`src/rtl/cdb_round_robin_arbiter.sv`:
```
// Common data bus arbiter: N functional-unit result ports compete for one
// broadcast slot per cycle. Round-robin priority starting at ptr; the
// winner is captured in a single registered output stage with valid/ready.
// A mispredict flush kills the held result and blocks grants for that cycle.

module cdb_round_robin_arbiter #(
    parameter int N       = 4,
    parameter int BW_DATA = 32,
    parameter int BW_TAG  = 5,
    localparam int PW     = $clog2(N)
) (
    input  logic                 clk,
    input  logic                 rst_n,
    input  logic [N-1:0]         i_valid,
    output logic [N-1:0]         i_ready,
    input  logic [N*BW_DATA-1:0] i_data,
    input  logic [N*BW_TAG-1:0]  i_tag,
    input  logic                 i_flush,
    output logic                 o_valid,
    input  logic                 o_ready,
    output logic [BW_DATA-1:0]   o_data,
    output logic [BW_TAG-1:0]    o_tag,
    output logic [PW-1:0]        o_grant_id
);

    logic [PW-1:0]      ptr;
    logic [PW-1:0]      winner;
    logic [PW-1:0]      ptr_next;
    logic               any_req;
    logic               load;
    logic [BW_DATA-1:0] data_arr [N];
    logic [BW_TAG-1:0]  tag_arr  [N];

    assign any_req = |i_valid;

    // Output stage can take a new result when empty or being drained,
    // unless a flush is killing the pipeline this cycle.
    assign load = (!o_valid || o_ready) && !i_flush;

    // Unpack the flat per-requester buses so the winner can index them directly.
    always_comb begin
        for (int k = 0; k < N; k++) begin
            data_arr[k] = i_data[k*BW_DATA +: BW_DATA];
            tag_arr[k]  = i_tag[k*BW_TAG +: BW_TAG];
        end
    end

    // Scan ptr, ptr+1, ... wrapping modulo N; first valid requester wins.
    // The modulo is done in int space so non-power-of-two N wraps correctly.
    always_comb begin
        logic          found;
        int            idx_int;
        logic [PW-1:0] idx;
        winner  = '0;
        found   = 1'b0;
        idx_int = 0;
        idx     = '0;
        for (int i = 0; i < N; i++) begin
            idx_int = int'(ptr) + i;
            if (idx_int >= N) begin
                idx_int = idx_int - N;
            end
            idx = PW'(idx_int);
            if (!found && i_valid[idx]) begin
                found  = 1'b1;
                winner = idx;
            end
        end
    end

    // Next priority starts just past the winner, wrapping at N-1.
    assign ptr_next = (winner == PW'(N - 1)) ? '0 : winner + 1'b1;

    // One-hot accept to the winner only when the output stage loads.
    always_comb begin
        i_ready = '0;
        if (load && any_req) begin
            i_ready[winner] = 1'b1;
        end
    end

    // Output register and priority pointer. Flush clears valid but leaves the
    // payload fields untouched; stall holds everything.
    always_ff @(posedge clk) begin
        if (!rst_n) begin
            o_valid    <= 1'b0;
            o_data     <= '0;
            o_tag      <= '0;
            o_grant_id <= '0;
            ptr        <= '0;
        end else if (i_flush) begin
            o_valid <= 1'b0;
        end else if (load) begin
            if (any_req) begin
                o_valid    <= 1'b1;
                o_data     <= data_arr[winner];
                o_tag      <= tag_arr[winner];
                o_grant_id <= winner;
                ptr        <= ptr_next;
            end else begin
                o_valid <= 1'b0;
            end
        end
    end

endmodule

```
`config.mk`:
```
export PLATFORM = sky130hd
export DESIGN_NAME = cdb_round_robin_arbiter
export DESIGN_NICKNAME = d
export VERILOG_FILES = /design/src/rtl/cdb_round_robin_arbiter.sv
export SDC_FILE = /design/constraint.sdc
export NUM_CORES = 1
export LEC_CHECK = 0
export ABC_AREA = 1
export BUFFER_PORTS_ARGS = -buffer_cell sky130_fd_sc_hd__clkbuf_2
export CORE_ASPECT_RATIO = 0.9
export CORE_MARGIN = 2
export CORE_UTILIZATION = 45
export CTS_BUF_LIST = sky130_fd_sc_hd__clkbuf_4
export DETAILED_ROUTE_END_ITERATION = 7
export HOLD_SLACK_MARGIN = 0.02
export PLACE_DENSITY = 0.83
export RECOVER_POWER = 100
export SLEW_MARGIN = 25
export SYNTH_ARGS = -nofsm -noshare
export SYNTH_HDL_FRONTEND = slang
export SYNTH_SLANG_ARGS = --single-unit
```
`constraint.sdc`:
```
create_clock -name clk -period 3.6 [get_ports clk]
set_input_delay 0.18 -clock clk [delete_from_list [all_inputs] [get_ports clk]]
set_output_delay 0.18 -clock clk [all_outputs]
set_load 0.02 [all_outputs]
```
# After elaboration in Yosys (flattened, before gate mapping)
# Index checks and enable logic that the tools add are counted.
# W data, S select, Z words.
# word_totals
reg_bits,42
in_bits,156
out_inout_bits,44
elab_cells,73
# op_classes
add_sub_neg,8
order_cmp,11
eq_ne,1
muxes,30
bitwise,3
reduce_logical,15
# ops
operator,count
$bmux W32 S2,1
$mux W32,2
$mux W2,9
$lt A2 B3 Y1 const B,5
$ge A3 B3 Y1 const B,4
$bmux W5 S2,1
$mux W5,2
$mux W1,9
$bmux W1 S2,4
$sub A2 B1 Y2 const B,4
$add A2 B2 Y3 const B,2
$logic_and A1 B1 Y1,6
$logic_not A1 Y1,5
$mux W4,1
$reduce_or A4 Y1,1
$add A2 B1 Y3 const B,1
$ge A2 B3 Y1 const B,1
$not A2 Y3,1
$reduce_and A3 Y1,1
$add A2 B1 Y2 const B,1
$demux W1 S2,1
$eq A2 B2 Y1 const B,1
$ge A2 B1 Y1 const B,1
$not A1 Y1,2
2 further kinds,2

# Logic depth before layout (Yosys ltp)
# logic_depth
word_depth,19
ltp_mapped,16
depth_no_buf,14

# Worst setup path after synthesis
# Ideal clock, no wire load.
# synth_path
kind,reg2out
from,register ptr[0]
to,output i_ready[0]
arrival_time_ns,1.877
required_time_ns,3.420
setup_slack_ns,1.543
stages_incl_launch_ff,14
n_path_buf,3
path_cell_list,dfxtp_1 > buf_6 > nand2_1 > nand2_1 > nand2_2 > nand2_4 > inv_2 > nand2_1 > nand2_1 > nand2_1 > nand3_2 > buf_6 > buf_2 > nor3_1
# synth_via
elab_chain_len,19
word_cells_on_any_way,42
classes_between,add/sub: 7; order compare: 6; mux: 22; reduce/logical: 7
# synth_rtl
item,line,source
"start, declared",26,logic [PW-1:0] ptr;
"start signal, assigned",99,ptr <= ptr_next;
branches (longest 13 deep; another with $add A2 B1 Y3),--,
$mux W2 *,64,if (!found && i_valid[idx]) begin
$lt A2 B3 Y1 (implied by the code) / $ge A2 B1 Y1 (equally long branches),78,i_ready[winner] = 1'b1;
$logic_and A1 B1 Y1 (implied by the code),78,
$mux W1 (implied by the code),78,
$demux W1 S2 *,78,
$mux W4 *,77,if (load && any_req) begin
"end, declared",15,"output logic [N-1:0] i_ready,"
# Mark *: on every way between the ends. The select of a mux whose other input is x is not followed.

# Worst setup path in the final report
# layout_path
from,input i_flush
to,output i_ready[0]
# layout_via
elab_chain_len,4
# layout_rtl
item,line,source
"start, declared",18,"input logic i_flush,"
$logic_not A1 Y1,38,assign load = (!o_valid || o_ready) && !i_flush;
$logic_and A1 B1 Y1,38,
$logic_and A1 B1 Y1,77,
$mux W4,77,
# No other way between the ends.

==> out/qor.yml <==
cells_and_area:
  nets: 831
  insertedDiodeCount: 0
  layoutNonFillerInstCount: 766
  final_util: 0.6043
  layout_commonest_cell: "nand3_1"
  drive_above_1_share: 0.2737
  mostFrequentLayoutCells: "nand3_1, clkbuf_2, nand2_1, nor2_1, dfxtp_1"
  area_delta_synth_final_pct: 30.48
cts:
  cts_resized: 0
  clk_latency_ps: 340
  cts_tree: "built"
  h-tree-depth: 2
  clkTransAtPathRegs_ps: 120
  cts_sinks: 42
  cts_buffer_depth: 2
  cts_buffers: 5
  cts_root_buf: "clkbuf_4"
place:
  dp.cells: 757
  hpwl_mm: 7.204
  io_buffers: 199
  gp_congestion: 0.8111
logic_synthesis:
  ys_ff_latch: 42
  synth_area_um2: 3050
  synth_nets: 660
  synth_warnings: 0
  synth_cell_types: 23
  synth_seq_area_share: 0.2756
  synth_cells: 504
  avgSynthCellArea_um2: 6.052
power_and_ir_drop:
  power.density_nw_per_um2: 707.0
  ir_worst_vdd_uv: 351.7
  p_leak_nw: 2.026
sta:
  slew_violations: 44
  clock_skew_ps: 3.854
  max_slew_margin: -0.06465
  period_minus_slack_ps: 3146
  hold_slack_ps: 157.3
  worst_pin_slew_ps: 1597
  rsz0062_at_grt: "no"
  max_freq_ghz: 0.3179
  fin_crit_sh: 0.8738
  hold_viol: 0
  tns_ps: 0
  finalSetupViolCount: 0
worst_setup_path:
  critPathMaxFanout: 43
  worstPathArrival_ps: 2970
  cp_slowest_cell: "clkbuf_1"
  worstSetupPathType: "in2out"
  crit_buf_inv: 6
  cp_slowest_stage_delay_ps: 1150
  crit_family: "buffers and inverters"
  path_cells: "dlygate4sd3_1 -> clkbuf_2 -> a21oi_1 -> inv_1 -> nor2_4 -> clkbuf_1 -> inv_1 -> nor3_1 -> clkbuf_2"
  crit_path_end_kind: "output pin"
  startpoint_type: "input pin"
  required_ps: 3420
job:
  drv_cap: 1
drt:
  wl_per_cell_um: 12.39
  antenna_left: 0
  routed_via_density: 5.265
  first_pass_iters: 4
  drt-total-wl_mm: 9.493
  drt_iter0_drc: 118
  num_vias: 4033
  remaining_drc_errors: 0
grt:
  antenna_found_initial: 0
  grt.overflow.total: 0
  grt_pass1_wl_mm: 15.18
  grt.total_usage: 0.2442
  grt_pass1_vias: 3553
  grt_max_degree: 63
floorplan:
  boundaryPins: 200
  start_util: 0.4631
  core-area_um2: 6586
  die-width_um: 90.79
  die_area_um2: 7454
  fp.dieH_um: 82.11
  core.rowCount: 28
run_status:
  violations: "capacitance limit, slew limit"
  status: "finished with violations"
min_path:
  hp-class: "in2reg"
-- what timing repair did --
item	CTS	global route
hold buffers	1	0
endpoints found under the hold margin	1	0
buffers inserted	0	0
-- flip-flops by register name (all words and copies together), names as in the netlist --
name,count
o_tag,5
ptr,2
o_data,32
o_grant_id,2
o_valid,1
-- metal layers --
metal / track usage / wire (µm) / part of all wire / vias to the layer above
li1: - / - / - / 2054
met1: 0.2731 / 3861 / 0.41 / 1758
met3: 0.05717 / 832 / 0.088 / 26
met4: 0.08788 / 274 / 0.029 / 0
met2: 0.4627 / 4524 / 0.48 / 195
met5: 0 / 0 / 0 / -
-- worst reg2reg max path: stages, from the launching register on --
cell      delay, ps
dfxtp_1         570
inv_1           220
nand2_1         140
nand2_1          80
nand2_1         140
nand2_4          90
inv_1            90
nand3_1          70
nand2_1         100
nand3_2         360
clkbuf_2        510
nand3_1         180
nand2_1          60
nor2_1          150
nor2_1           40
-- metrics by stage --
step	total power, W	cell area (µm²)	setup WS (ps)
detailed placement	0.002630	3980	1046
finish	0.002814	3980	454.5
global placement	0.002584	3980	1143
floorplan	0.002305	3050	1543
CTS	0.002853	4039	638.2
global route	0.003082	3980	188.2
-- Yosys cell counts --
cell | number | area share
nor2_8 | 1 | 0.0066
nand3_2 | 2 | 0.0066
nor2_4 | 1 | 0.0037
nand3_1 | 193 | 0.32
nand2_4 | 2 | 0.0074
inv_2 | 3 | 0.0037
nor2_2 | 1 | 0.0021
a21oi_1 | 4 | 0.0066
dfxtp_1 | 42 | 0.28
buf_1 | 1 | 0.0012
nand2_2 | 4 | 0.0082
nor3_1 | 2 | 0.0033
inv_1 | 10 | 0.012
buf_4 | 14 | 0.034
o211ai_1 | 2 | 0.0049
nand3b_1 | 1 | 0.0025
buf_2 | 14 | 0.023
nand2_1 | 75 | 0.092
nor2_1 | 76 | 0.094
clkbuf_1 | 12 | 0.015
nor4_1 | 1 | 0.0021
buf_6 | 4 | 0.015
o21ai_0 | 39 | 0.064
-- cell type report --
type                    count  area (µm²)
repair buffers            209        1030
clock inverters             3       11.26
inverters                  13       48.80
multi-input cells         404        1899
well taps                  90       112.6
fillers                   693        2606
flip-flops and latches     42       840.8
clock buffers               5       37.54
-- cell families (layout without fill, tap and decap cells) --
group           Yosys count  count (layout)  synth area share
flops                    42              42            0.2756
buf+inv                  58             230            0.1042
simple gates            359             359            0.5447
compound gates           45              45           0.07547
-- path summary, 6_finish.rpt --
check / startpoint / endpoint / slack [ps] / depth (start not counted)
worst min-delay path: i_data[84] / o_data[20]$_SDFFE_PN0P_ / 160 / 5
worst max register to register: ptr[0]$_SDFFE_PN0P_ / o_data[14]$_SDFFE_PN0P_ / 710 / 14
worst min register to register: o_grant_id[1]$_SDFFE_PN0P_ / o_grant_id[1]$_SDFFE_PN0P_ / 480 / 2
worst max-delay path: i_flush / i_ready[0] / 450 / 9
-- where the power goes --
group / switching (W) / internal [W]
Sequential: 0.0000632 / 0.000567
Combinational: 0.00135 / 0.000619
Clock: 0.000144 / 0.0000698
Total: 0.00156 / 0.00126
Note: power is estimated with default switching activity, not from simulation.
